<file path="src/rtl/forward_hazard_unit.sv">
// Operand forwarding select and load-use stall detection for the EXE stage.
// Optional performance counters are built when FWD_PERF_CNT_EN is defined.
module forward_hazard_unit #(
    parameter int ADDR_W  = 4,
    parameter int NUM_SRC = 3,
    parameter int DEPTH   = 2,
    parameter int SEL_W   = $clog2(DEPTH + 1)
) (
    input  logic                      clk,
    input  logic                      rst,
    input  logic                      exe_valid,
    input  logic                      exe_wb_en,
    input  logic                      exe_mem_read,
    input  logic [ADDR_W-1:0]         exe_dest,
    input  logic [NUM_SRC*ADDR_W-1:0] exe_src,
    input  logic [NUM_SRC-1:0]        exe_src_used,
    input  logic [NUM_SRC*ADDR_W-1:0] id_src,
    input  logic [NUM_SRC-1:0]        id_src_used,
    input  logic                      freeze,
    input  logic                      flush,
    output logic [NUM_SRC*SEL_W-1:0]  fwd_sel,
    output logic                      hazard_stall
`ifdef FWD_PERF_CNT_EN
    ,
    output logic [31:0]               stall_cnt,
    output logic [31:0]               fwd_cnt
`endif
);

    logic [DEPTH:1]    slot_valid;
    logic [DEPTH:1]    slot_wb_en;
    logic [ADDR_W-1:0] slot_dest [1:DEPTH];
    logic              id_hit;

    // Shift the EXE producer down the tracked slots unless the pipe is frozen
    always_ff @(posedge clk) begin
        if (rst) begin
            for (int k = 1; k <= DEPTH; k++) begin
                slot_valid[k] <= 1'b0;
                slot_wb_en[k] <= 1'b0;
                slot_dest[k]  <= '0;
            end
        end else if (!freeze) begin
            slot_valid[1] <= exe_valid;
            slot_wb_en[1] <= exe_wb_en;
            slot_dest[1]  <= exe_dest;
            for (int k = 2; k <= DEPTH; k++) begin
                slot_valid[k] <= slot_valid[k-1];
                slot_wb_en[k] <= slot_wb_en[k-1];
                slot_dest[k]  <= slot_dest[k-1];
            end
        end
    end

    // Per operand pick the youngest matching producer; scanning oldest first
    // lets the younger slot overwrite the choice
    always_comb begin
        fwd_sel = '0;
        for (int i = 0; i < NUM_SRC; i++) begin
            for (int k = DEPTH; k >= 1; k--) begin
                if (exe_valid && exe_src_used[i] &&
                    slot_valid[k] && slot_wb_en[k] &&
                    (slot_dest[k] == exe_src[i*ADDR_W +: ADDR_W])) begin
                    fwd_sel[i*SEL_W +: SEL_W] = SEL_W'(k);
                end
            end
        end
    end

    // Load in EXE feeding any read operand in ID stalls, unless flushed
    always_comb begin
        id_hit = 1'b0;
        for (int i = 0; i < NUM_SRC; i++) begin
            if (id_src_used[i] &&
                (id_src[i*ADDR_W +: ADDR_W] == exe_dest)) begin
                id_hit = 1'b1;
            end
        end
        hazard_stall = exe_valid && exe_wb_en && exe_mem_read &&
                       !flush && id_hit;
    end

`ifdef FWD_PERF_CNT_EN
    // Saturating event counters; they keep counting through a freeze
    always_ff @(posedge clk) begin
        if (rst) begin
            stall_cnt <= '0;
            fwd_cnt   <= '0;
        end else begin
            if (hazard_stall && (stall_cnt != 32'hFFFF_FFFF)) begin
                stall_cnt <= stall_cnt + 32'd1;
            end
            if ((|fwd_sel) && (fwd_cnt != 32'hFFFF_FFFF)) begin
                fwd_cnt <= fwd_cnt + 32'd1;
            end
        end
    end
`endif

endmodule

</file>
<file path="config.mk">
export PLATFORM = sky130hd
export DESIGN_NAME = forward_hazard_unit
export DESIGN_NICKNAME = d
export VERILOG_FILES = /design/src/rtl/forward_hazard_unit.sv
export SDC_FILE = /design/constraint.sdc
export NUM_CORES = 1
export LEC_CHECK = 0
export CORE_MARGIN = 8
export CORE_UTILIZATION = 42
export DETAILED_ROUTE_END_ITERATION = 16
export PLACE_DENSITY = 0.93
export SLEW_MARGIN = 20
export SYNTH_ARGS = -nofsm -noshare
export SYNTH_HDL_FRONTEND = slang
export SYNTH_SLANG_ARGS = --single-unit
</file>
<file path="constraint.sdc">
create_clock -name clk -period 2.75 [get_ports clk]
set_input_delay 0.55 -clock clk [delete_from_list [all_inputs] [get_ports clk]]
set_output_delay 0.55 -clock clk [all_outputs]
set_load 0.01 [all_outputs]
</file>
==> metrics.md, run 1 <==
| Metric | Value |
|---|---|
| Status | finished clean |
| Routed len/inst | about 15 um |
| First-pass GRT wire length | between 4000 and 5000 um |
| H-tree depth | 1 |
| Cell type with the highest aggregate area in the netlist | edfxtp_1 |
| Startpoint Class | input port |
| Die H | ~63 um |
| Unique masters post-synth | 18 |
| Netlist Area Pre-Place | between 900 and 1000 sq um |
| Core area | 2148 sq um |
| Logic pwr share | between 30% and 40% |
| Crit end category | output port |
| Max-Cap Viols | 0 |
| Sw Share | around a quarter |
| Initial core utilization | between 40% and 50% |
| Hold-fix buffers, CTS | 0 |
| Max FO, Critical Path | 2 |
| Num CTS Buffers | 3 |
| CP Class | input port to output port |
| Clock skew after layout | between 0.0002 and 0.00025 ns |
| Vias in the first global route | a little under 1000 |
| Syn Inst Count | around 90 |
| Worst-Margin Slew | between 0.3 and 0.4 ns |
| Area contributors post-synth | edfxtp_1 26%, xnor2_1 17%, xor2_1 17% |
| WP buf/inv | 2 |
| RSZ-0062 raised after global routing | no |
| Clock Latency Late Sink | around 0.27 ns |
| Clk sinks | 12 |
| Crit-path max cell delay | roughly 0.46 ns |
| Post-route cell area | 1528 sq um |
| Drt pass-1 iters | 2 |
| Syn_area_per_cell | between 10 and 15 sq um |
| Fmax achieved | about 0.38 GHz |
| Diodes inserted | 0 |
| Flop pwr share | a little under half |
| Die Footprint | 3971 sq um |
| CP top delay family | buffers and inverters |
| Initial antenna violation count | 0 |
| Pleak | between 0.6 and 0.7 nW |
| Post-route ant nets | 0 |
| Required @ worst endpoint | 2.20 ns |
| Nets | roughly 190 |
| Largest net degree at the start of global routing | 9 |
| Fin crit share | a little over nine tenths |
| Std-Cell Rows | 17 |
| Io pins | 48 |
| Ys Warns | 0 |
| Sw Pwr | 0.0001236 W |
| Max Slew Vio Count | 0 |
| Worst EP arrival | around 2.1 ns |
| Hold Fails Final Rpt | 0 |
| CP max stage cell | clkdlybuf4s50_1 |
| Max VDD drop | approximately 0.22 mV |
| Grt total ovfl | 0 |
| Root Buffer | clkbuf_4 |
| Clk slew on worst S/H paths | 0.07 ns |
| Setup-failing EPs final | 0 |
| Type of the worst min-delay path | flip-flop to flip-flop |
| Hpwl dp | roughly 2300 um |
| 1st-iter DRT viols | 11 |
| Synth Register Bits | 12 |
| PwrDens | 312.8 nW/um^2 |
| GPL Wtd Cong | around 0.8 |
| Area delta synth->final | 64.56% |
| Mapped Nets | 133 |
| Post-synthesis sequential area ratio | around a third |
| DP Area | between 1000 and 1500 sq um |
| Filler instances | about 180 |
| Number of remaining DRC errors | 0 |
| Crit-path cells | clkdlybuf4s50_1 > xor2_1 > nor4_2 > and3_4 > nor3_2 > dlygate4sd2_1 |
| CTS tree | done |
| Yosys top cell area share | between 20% and 30% |
| Fin crit period | 2.610 ns |
| Share of layout cells above drive strength 1 | 14.09% |
| Clock Power Share | 23.1% |
| CTS max path bufs | 2 |
| Via count | just under 900 |
| Internal Dissipation | between 0.0003 and 0.0004 W |
| DRT Wirelength | 2631 um |
| Hold WS | about 0.49 ns |
| Chip width | ~63 um |
| FF-to-FF setup slack | 1.81 ns |
| Slew margin rel. | between 70% and 80% |
| IO Port Bufs | 47 |
| Final Util | 71.11% |
| GR Util All Layers | around 13% |
| Via density | roughly 5.0 |
## stage by stage
stage                     cells  setup TNS (ns)  setup slack, ns   power, W
final                       177               0           0.1404  0.0004779
after global routing        177               0          0.09313  0.0004976
after CTS                   175        -0.07106         -0.07106  0.0004793
after detailed placement    171         -0.8577          -0.2152  0.0003688
after global placement      171         -0.5201          -0.1208  0.0003627
after floorplan              92               0           0.9564  0.0002799
## Yosys cell counts
cell      instances
nand3_1           5
nand2b_1          1
mux2i_1           4
dfxtp_1           4
edfxtp_1          8
nor3_2            3
and2_1            7
and3_4            3
buf_2             1
xor2_1           18
and3_1            1
nor2_1            5
nor4_1            6
nand4_1           3
and2_2            1
nand4b_1          1
xnor2_1          18
nand2_1           3
## sequential cells by signal (all words and copies together) (netlist names)
register,flops
slot_valid,2
slot_dest,8
slot_wb_en,2
## timing repair
action / in CTS / in global routing
cloned: 0 / 0
pin swaps: 6 / 1
resized for setup: 11 / 2
setup buffers: 0 / 2
setup endpoints to repair: 7 / 1
## worst paths after layout
check	startpoint	to	depth (start not counted)
setup reg to reg	slot_dest[1][3]$_SDFFCE_PN0P_	slot_dest[2][3]$_SDFFCE_PN0P_	1
hold reg to reg	slot_valid[2]$_SDFFE_PP0N_	slot_valid[2]$_SDFFE_PP0N_	2
hold / removal	slot_valid[2]$_SDFFE_PP0N_	slot_valid[2]$_SDFFE_PP0N_	2
setup / recovery	exe_src[5]	fwd_sel[3]	6
## layer usage
metal	share of wire, %	vias up	GRT usage (%)
met3	8.8	9	5.018
met5	0	-	0
met2	51	45	24.07
met1	37	394	11.69
li1	-	434	-
met4	2.9	0	7.123
## placed cells by master (no fill, tap or decap), drive strengths merged, types with 5 or more instances in the layout
| master | synthesis | layout |
|---|---|---|
| xor2 | 18 | 18 |
| and2 | 8 | 8 |
| nor4 | 6 | 6 |
| dlygate4sd2 | 0 | 7 |
| xnor2 | 18 | 18 |
| clkdlybuf4s50 | 0 | 38 |
| nand3 | 5 | 5 |
| buf | 1 | 7 |
| nor2 | 5 | 5 |
| edfxtp | 8 | 8 |
## kinds of logic after synthesis
| group | Yosys count | share of synthesized area, % |
|---|---|---|
| xor+xnor | 36 | 33.96 |
| flops | 12 | 34.50 |
| mux | 4 | 4.313 |
| buf+inv | 1 | 0.5386 |
| simple gates | 39 | 26.69 |
## final cells by class
cell class	count	area [sq um]	area share [%]
multi-input cells	79	626.9	41.03
well taps	28	35.03	2.293
repair buffers	54	519.2	33.99
flip-flops and latches	12	320.3	20.97
clock buffers	4	26.28	1.720
## power groups by stage
stage	Combinational, W	Clock, W	Sequential (W)
4_1_cts	0.000148	0.000111	0.000220
3_5_place_dp	0.000145	0	0.000224
6_report	0.000147	0.000110	0.000220
3_3_place_gp	0.000140	0	0.000223
5_1_grt	0.000158	0.000118	0.000222
2_1_floorplan	0.0000597	0	0.000220
## tightest hold or removal path, stage by stage, from the launching register on
cell     delay (ns)
dfxtp_1        0.32
mux2i_1        0.07
nor2_1         0.07
No activity file was read; power rests on OpenSTA's default activity.
==> run 2: changes to the inputs <==
--- a/config.mk
+++ b/config.mk
@@ -5,7 +5,7 @@
 export SDC_FILE = /design/constraint.sdc
 export NUM_CORES = 1
 export LEC_CHECK = 0
-export CORE_MARGIN = 8
+export CORE_MARGIN = 2
 export CORE_UTILIZATION = 42
 export DETAILED_ROUTE_END_ITERATION = 16
 export PLACE_DENSITY = 0.93
==> metrics.md, run 2 (same netlist as run 1, synthesis figures left out) <==
| Metric | Value |
|---|---|
| Nets | between 150 and 200 |
| Grt total ovfl | 0 |
| Chip width | 51.02 um |
| Biggest register | slot_dest |
| Core area | roughly 2100 sq um |
| Worst EP arrival | 2.01 ns |
| 1st-iter DRT viols | 10 |
| Commonest non-fill, non-tap cells in the layout | 37 x clkdlybuf4s50_1, 18 x xor2_1, 18 x xnor2_1 |
| RSZ-0062 raised after global routing | no |
| Crit end category | output port |
| Clock Latency Late Sink | about 0.27 ns |
| Type of the worst min-delay path | flip-flop to flip-flop |
| Die Footprint | around 2600 sq um |
| Commonest non-fill, non-tap cell in the layout | clkdlybuf4s50_1 |
| Max-Cap Viols | 0 |
| CTS tree | done |
| Non-filler cells in the finished layout | approximately 170 |
| Hold Fails Final Rpt | 0 |
| Max FO, Critical Path | 2 |
| Io pins | 48 |
| IO Port Bufs | 47 |
| Fmax achieved | 0.3906 GHz |
| Routed len/inst | ~14 um |
| CP Class | input port to output port |
| Root Buffer | clkbuf_4 |
| GPL Wtd Cong | approximately 0.74 |
| Fin crit period | 2.560 ns |
| Drt pass-1 iters | 4 |
| Diodes inserted | 0 |
| GR Util All Layers | ~21% |
| Status | finished clean |
| Startpoint Class | input port |
| Hpwl dp | 2056 um |
| First-pass GRT wire length | between 3000 and 4000 um |
| Hold_sp | slot_valid[2]$_SDFFE_PP0N_ |
| Std-Cell Rows | 17 |
| Postcts setup bufs | 0 |
| Largest net degree at the start of global routing | 9 |
| Die H | between 50 and 60 um |
| FF-to-FF Start | slot_dest[1][3]$_SDFFCE_PN0P_ |
| Via count | a little under 900 |
| Max Slew Vio Count | 0 |
| Post-route cell area | ~1500 sq um |
| Share of layout cells above drive strength 1 | a little under an eighth |
| Initial antenna violation count | 0 |
| Required @ worst endpoint | between 2 and 2.5 ns |
| Inst Count DP | 170 |
| DRT Wirelength | about 2500 um |
| Num CTS Buffers | 3 |
| Setup-failing EPs final | 0 |
| Clk slew on worst S/H paths | roughly 0.06 ns |
| Power consumption | 0.0004791 W |
| Area delta synth->final | 61.73% |
| Via density | ~5 |
| H-tree depth | 1 |
| Clk sinks | 12 |
| Max reg flops | 8 |
| Post-route ant nets | 0 |
| Initial core utilization | between 40 and 50% |
| Clock skew after layout | approximately 0.00023 ns |
| CTS max path bufs | 2 |
| Worst-Margin Slew | around 0.40 ns |
| Max VDD drop | around 0.20 mV |
| Hold-fix buffers, CTS | 0 |
| Slew margin rel. | about three quarters |
| Worst Setup SP | exe_src[1] |
| DP Area | ~1500 sq um |
| Fin crit share | a little over 90% |
| Number of remaining DRC errors | 0 |
| Largest regs | slot_dest: 8 flops, slot_valid: 2 flops, slot_wb_en: 2 flops |
| Pleak | about 0.63 nW |
| PwrDens | between 300 and 400 nW/um^2 |
| Vias in the first global route | 885 |
==> run 2: cell types whose count changed in the layout (fill, tap and decap cells not counted) <==
cell	change
nor4_2	-1
nor4_1	+1
buf_4	-3
dlymetal6s2s_1	+1
clkdlybuf4s50_1	-1
==> run 2: layout make-up <==
class,count,area [sq um]
fillers,170,646.9
multi-input cells,79,620.6
repair buffers,51,499.2
flip-flops and latches,12,320.3
well taps,28,35.03
clock buffers,4,26.28
==> run 2: metal layers <==
| metal | vias to the layer above | part of all wire [%] | track usage, % |
|---|---|---|---|
| met5 | - | 0 | 0 |
| met4 | 0 | 3.9 | 14.41 |
| met3 | 11 | 7.8 | 4.971 |
| met2 | 53 | 54 | 39.83 |
| met1 | 381 | 34 | 18.01 |
| li1 | 431 | - | - |
==> run 2: worst max-delay path, stage by stage <==
cell	delay, ns
clkdlybuf4s50_1	0.46
xor2_1	0.19
nor4_1	0.27
and3_4	0.23
nor3_2	0.04
dlygate4sd2_1	0.27
==> run 2: timing repair <==
action | in CTS | in global routing
resized for setup | 10 | 3
endpoints found under the setup margin | 7 | 3
pin swaps | 6 | 3
==> run 2: metrics by stage <==
step / hold slack [ns] / setup TNS, ns / util (%) / setup slack [ns]
after global placement: 0.4667 / -0.4294 / 67.91 / -0.09679
after global routing: 0.5262 / 0 / 69.89 / 0.08422
after CTS: 0.5097 / 0 / 69.54 / 0.007752
final: 0.5050 / 0 / 69.89 / 0.1897
after floorplan: 0.4557 / 0 / - / 0.9564
after detailed placement: 0.4932 / -0.6820 / 67.91 / -0.1602
==> run 2: power breakdown <==
part,switching (W),internal (W),leakage (nW)
Clock,0.0000553,0.0000562,0.0150
Sequential,0.0000154,0.000205,0.120
Combinational,0.0000563,0.0000907,0.491
Total,0.000127,0.000352,0.626
==> run 2: final timing paths <==
kind / to / slack [ns] / depth (start not counted)
min reg2reg: slot_valid[2]$_SDFFE_PP0N_ / 0.51 / 2
max reg2reg: slot_dest[2][3]$_SDFFCE_PN0P_ / 1.81 / 1
min: slot_valid[2]$_SDFFE_PP0N_ / 0.51 / 2
max: fwd_sel[1] / 0.19 / 6
==> run 3: changes to the inputs <==
--- a/config.mk
+++ b/config.mk
@@ -9,6 +9,7 @@
 export CORE_UTILIZATION = 42
 export DETAILED_ROUTE_END_ITERATION = 16
 export PLACE_DENSITY = 0.93
+export REMOVE_ABC_BUFFERS = 1
 export SLEW_MARGIN = 20
 export SYNTH_ARGS = -nofsm -noshare
 export SYNTH_HDL_FRONTEND = slang
==> metrics.md, run 3 (same netlist as run 1, synthesis figures left out) <==
| Metric | Value |
|---|---|
| Io pins | 48 |
| Die H | between 50 and 60 um |
| Largest regs | slot_dest: 8 flops, slot_valid: 2 flops, slot_wb_en: 2 flops |
| Postcts setup bufs | 0 |
| Grt total ovfl | 0 |
| RSZ-0062 raised after global routing | no |
| PwrDens | 315.6 nW/um^2 |
| Hold Fails Final Rpt | 0 |
| Max FO, Critical Path | 2 |
| Vias in the first global route | between 900 and 1000 |
| Hold WS | 0.5115 ns |
| H-tree depth | 1 |
| First-pass GRT wire length | about 3800 um |
| Root Buffer | clkbuf_4 |
| Worst EP arrival | slightly above 2 ns |
| Internal Dissipation | ~0.00035 W |
| Clock Power Share | 22.6% |
| Core area | 2148 sq um |
| Num CTS Buffers | 3 |
| FF-to-FF Start | slot_dest[1][3]$_SDFFCE_PN0P_ |
| Hpwl dp | around 2100 um |
| Sw Pwr | roughly 0.00012 W |
| CP Class | input port to output port |
| Fmax achieved | roughly 0.38 GHz |
| Nets | 187 |
| FF-to-FF setup slack | about 1.8 ns |
| Post-route cell area | between 1000 and 1500 sq um |
| Crit end category | output port |
| Clock skew after layout | just over 0.005 ns |
| Max reg flops | 8 |
| Clock Latency Late Sink | ~0.26 ns |
| Flop pwr share | about 47% |
| Clk sinks | 12 |
| Fin crit share | between 90% and 100% |
| Worst-Margin Slew | 0.4290 ns |
| Initial core utilization | between 40% and 50% |
| Max VDD drop | ~0.24 mV |
| Slew margin rel. | 71.30% |
| Fin crit period | around 2.6 ns |
| Sw Share | 25.66% |
| Reg2reg end | slot_dest[2][3]$_SDFFCE_PN0P_ |
| Inst Count DP | 169 |
| Worst Setup SP | exe_src[3] |
| Commonest non-fill, non-tap cells in the layout | 36 x clkdlybuf4s50_1, 18 x xnor2_1, 17 x xor2_1 |
| Biggest register | slot_dest |
| Via density | roughly 5 |
| Logic pwr share | around 31% |
| DRT Wirelength | between 2000 and 3000 um |
| Chip width | approximately 50 um |
| Via count | 864 |
| DP Area | between 1000 and 1500 sq um |
| Die Footprint | 2603 sq um |
| Hold_sp | slot_wb_en[2]$_SDFFE_PP0N_ |
| Setup-failing EPs final | 0 |
| IO Port Bufs | 47 |
| Post-route ant nets | 0 |
| Worst setup path end | fwd_sel[1] |
| Max Slew Vio Count | 0 |
| Max-Cap Viols | 0 |
| Drt pass-1 iters | 4 |
| Status | finished clean |
| Std-Cell Rows | 17 |
| Number of remaining DRC errors | 0 |
| Initial antenna violation count | 0 |
| Startpoint Class | input port |
| Non-filler cells in the finished layout | ~170 |
| CTS tree | done |
| Area delta synth->final | 61.19% |
| GPL Wtd Cong | ~0.76 |
| CTS max path bufs | 2 |
| Clk slew on worst S/H paths | 0.06 ns |
| Worst Reg-to-Reg Cells | 1 |
| Share of layout cells above drive strength 1 | a little under an eighth |
| Routed len/inst | between 10 and 15 um |
| 1st-iter DRT viols | 4 |
| Required @ worst endpoint | around 2.2 ns |
| Pleak | about 0.61 nW |
| Largest net degree at the start of global routing | 9 |
| Diodes inserted | 0 |
| Type of the worst min-delay path | flip-flop to flip-flop |
| GR Util All Layers | between 20% and 30% |
| Commonest non-fill, non-tap cell in the layout | clkdlybuf4s50_1 |
[run 3: changes by cell type in the layout (fill, tap and decap cells not counted), sizes merged]
| cell | previous run | this run |
|---|---|---|
| buf | 4 | 3 |
| clkdlybuf4s50 | 37 | 36 |
| dlygate4sd2 | 7 | 9 |
| dlymetal6s2s | 3 | 2 |
[run 3: cell type report]
type                            count  area [sq um]
Multi-Input combinational cell     79         628.1
Fill cell                         183         651.9
Sequential cell                    12         320.3
Clock buffer                        4         26.28
Tap cell                           28         35.03
Timing Repair Buffer               50         486.7
[run 3: how the worst min path moves through the flow]
stage | to | slack [ns] | depth (start not counted)
floorplan | slot_wb_en[2]$_SDFFE_PP0N_ | 0.46 | 2
detailed placement | slot_wb_en[2]$_SDFFE_PP0N_ | 0.49 | 2
global placement | slot_wb_en[2]$_SDFFE_PP0N_ | 0.47 | 2
global route | slot_wb_en[2]$_SDFFE_PP0N_ | 0.56 | 2
CTS | slot_wb_en[2]$_SDFFE_PP0N_ | 0.51 | 2
finish | slot_wb_en[2]$_SDFFE_PP0N_ | 0.51 | 2
[run 3: per-layer routing]
layer / vias to the layer above / GRT usage (%) / routed length [um]
li1: 425 / - / -
met1: 395 / 15.90 / 815
met2: 42 / 45.02 / 1470
met3: 2 / 4.678 / 190
met4: 0 / 11.71 / 23
met5: - / 0 / 0
[run 3: power groups by stage]
stage	logic (W)	registers (W)	clock network, W
floorplan	0.0000579	0.000220	0
global placement	0.000137	0.000223	0
detailed placement	0.000143	0.000224	0
CTS	0.000145	0.000221	0.000112
global route	0.000154	0.000223	0.000122
finish	0.000144	0.000221	0.000107
[run 3: critical path, stage by stage]
cell and delay (ns):
clkdlybuf4s50_1 0.45, xor2_1 0.18, nor4_1 0.31, and3_4 0.25, nor3_2 0.04, dlygate4sd2_1 0.27
[run 3: per-stage QoR]
step / total power, W / TNS [ns] / setup WS, ns / utilization [%]
detailed placement: 0.0003677 / -0.8739 / -0.1854 / 67.56
floorplan: 0.0002781 / 0 / 0.9564 / -
finish: 0.0004723 / 0 / 0.1412 / 69.66
global placement: 0.0003608 / -0.4077 / -0.08910 / 67.56
global route: 0.0004986 / 0 / 0.1222 / 69.66
CTS: 0.0004788 / 0 / 0.01971 / 69.42
[run 3: what timing repair did]
action                                  4_1_cts  5_1_grt
endpoints found under the setup margin        7        2
hold buffers                                  0        0
resized for setup                            13        2
pin swaps                                     6        0
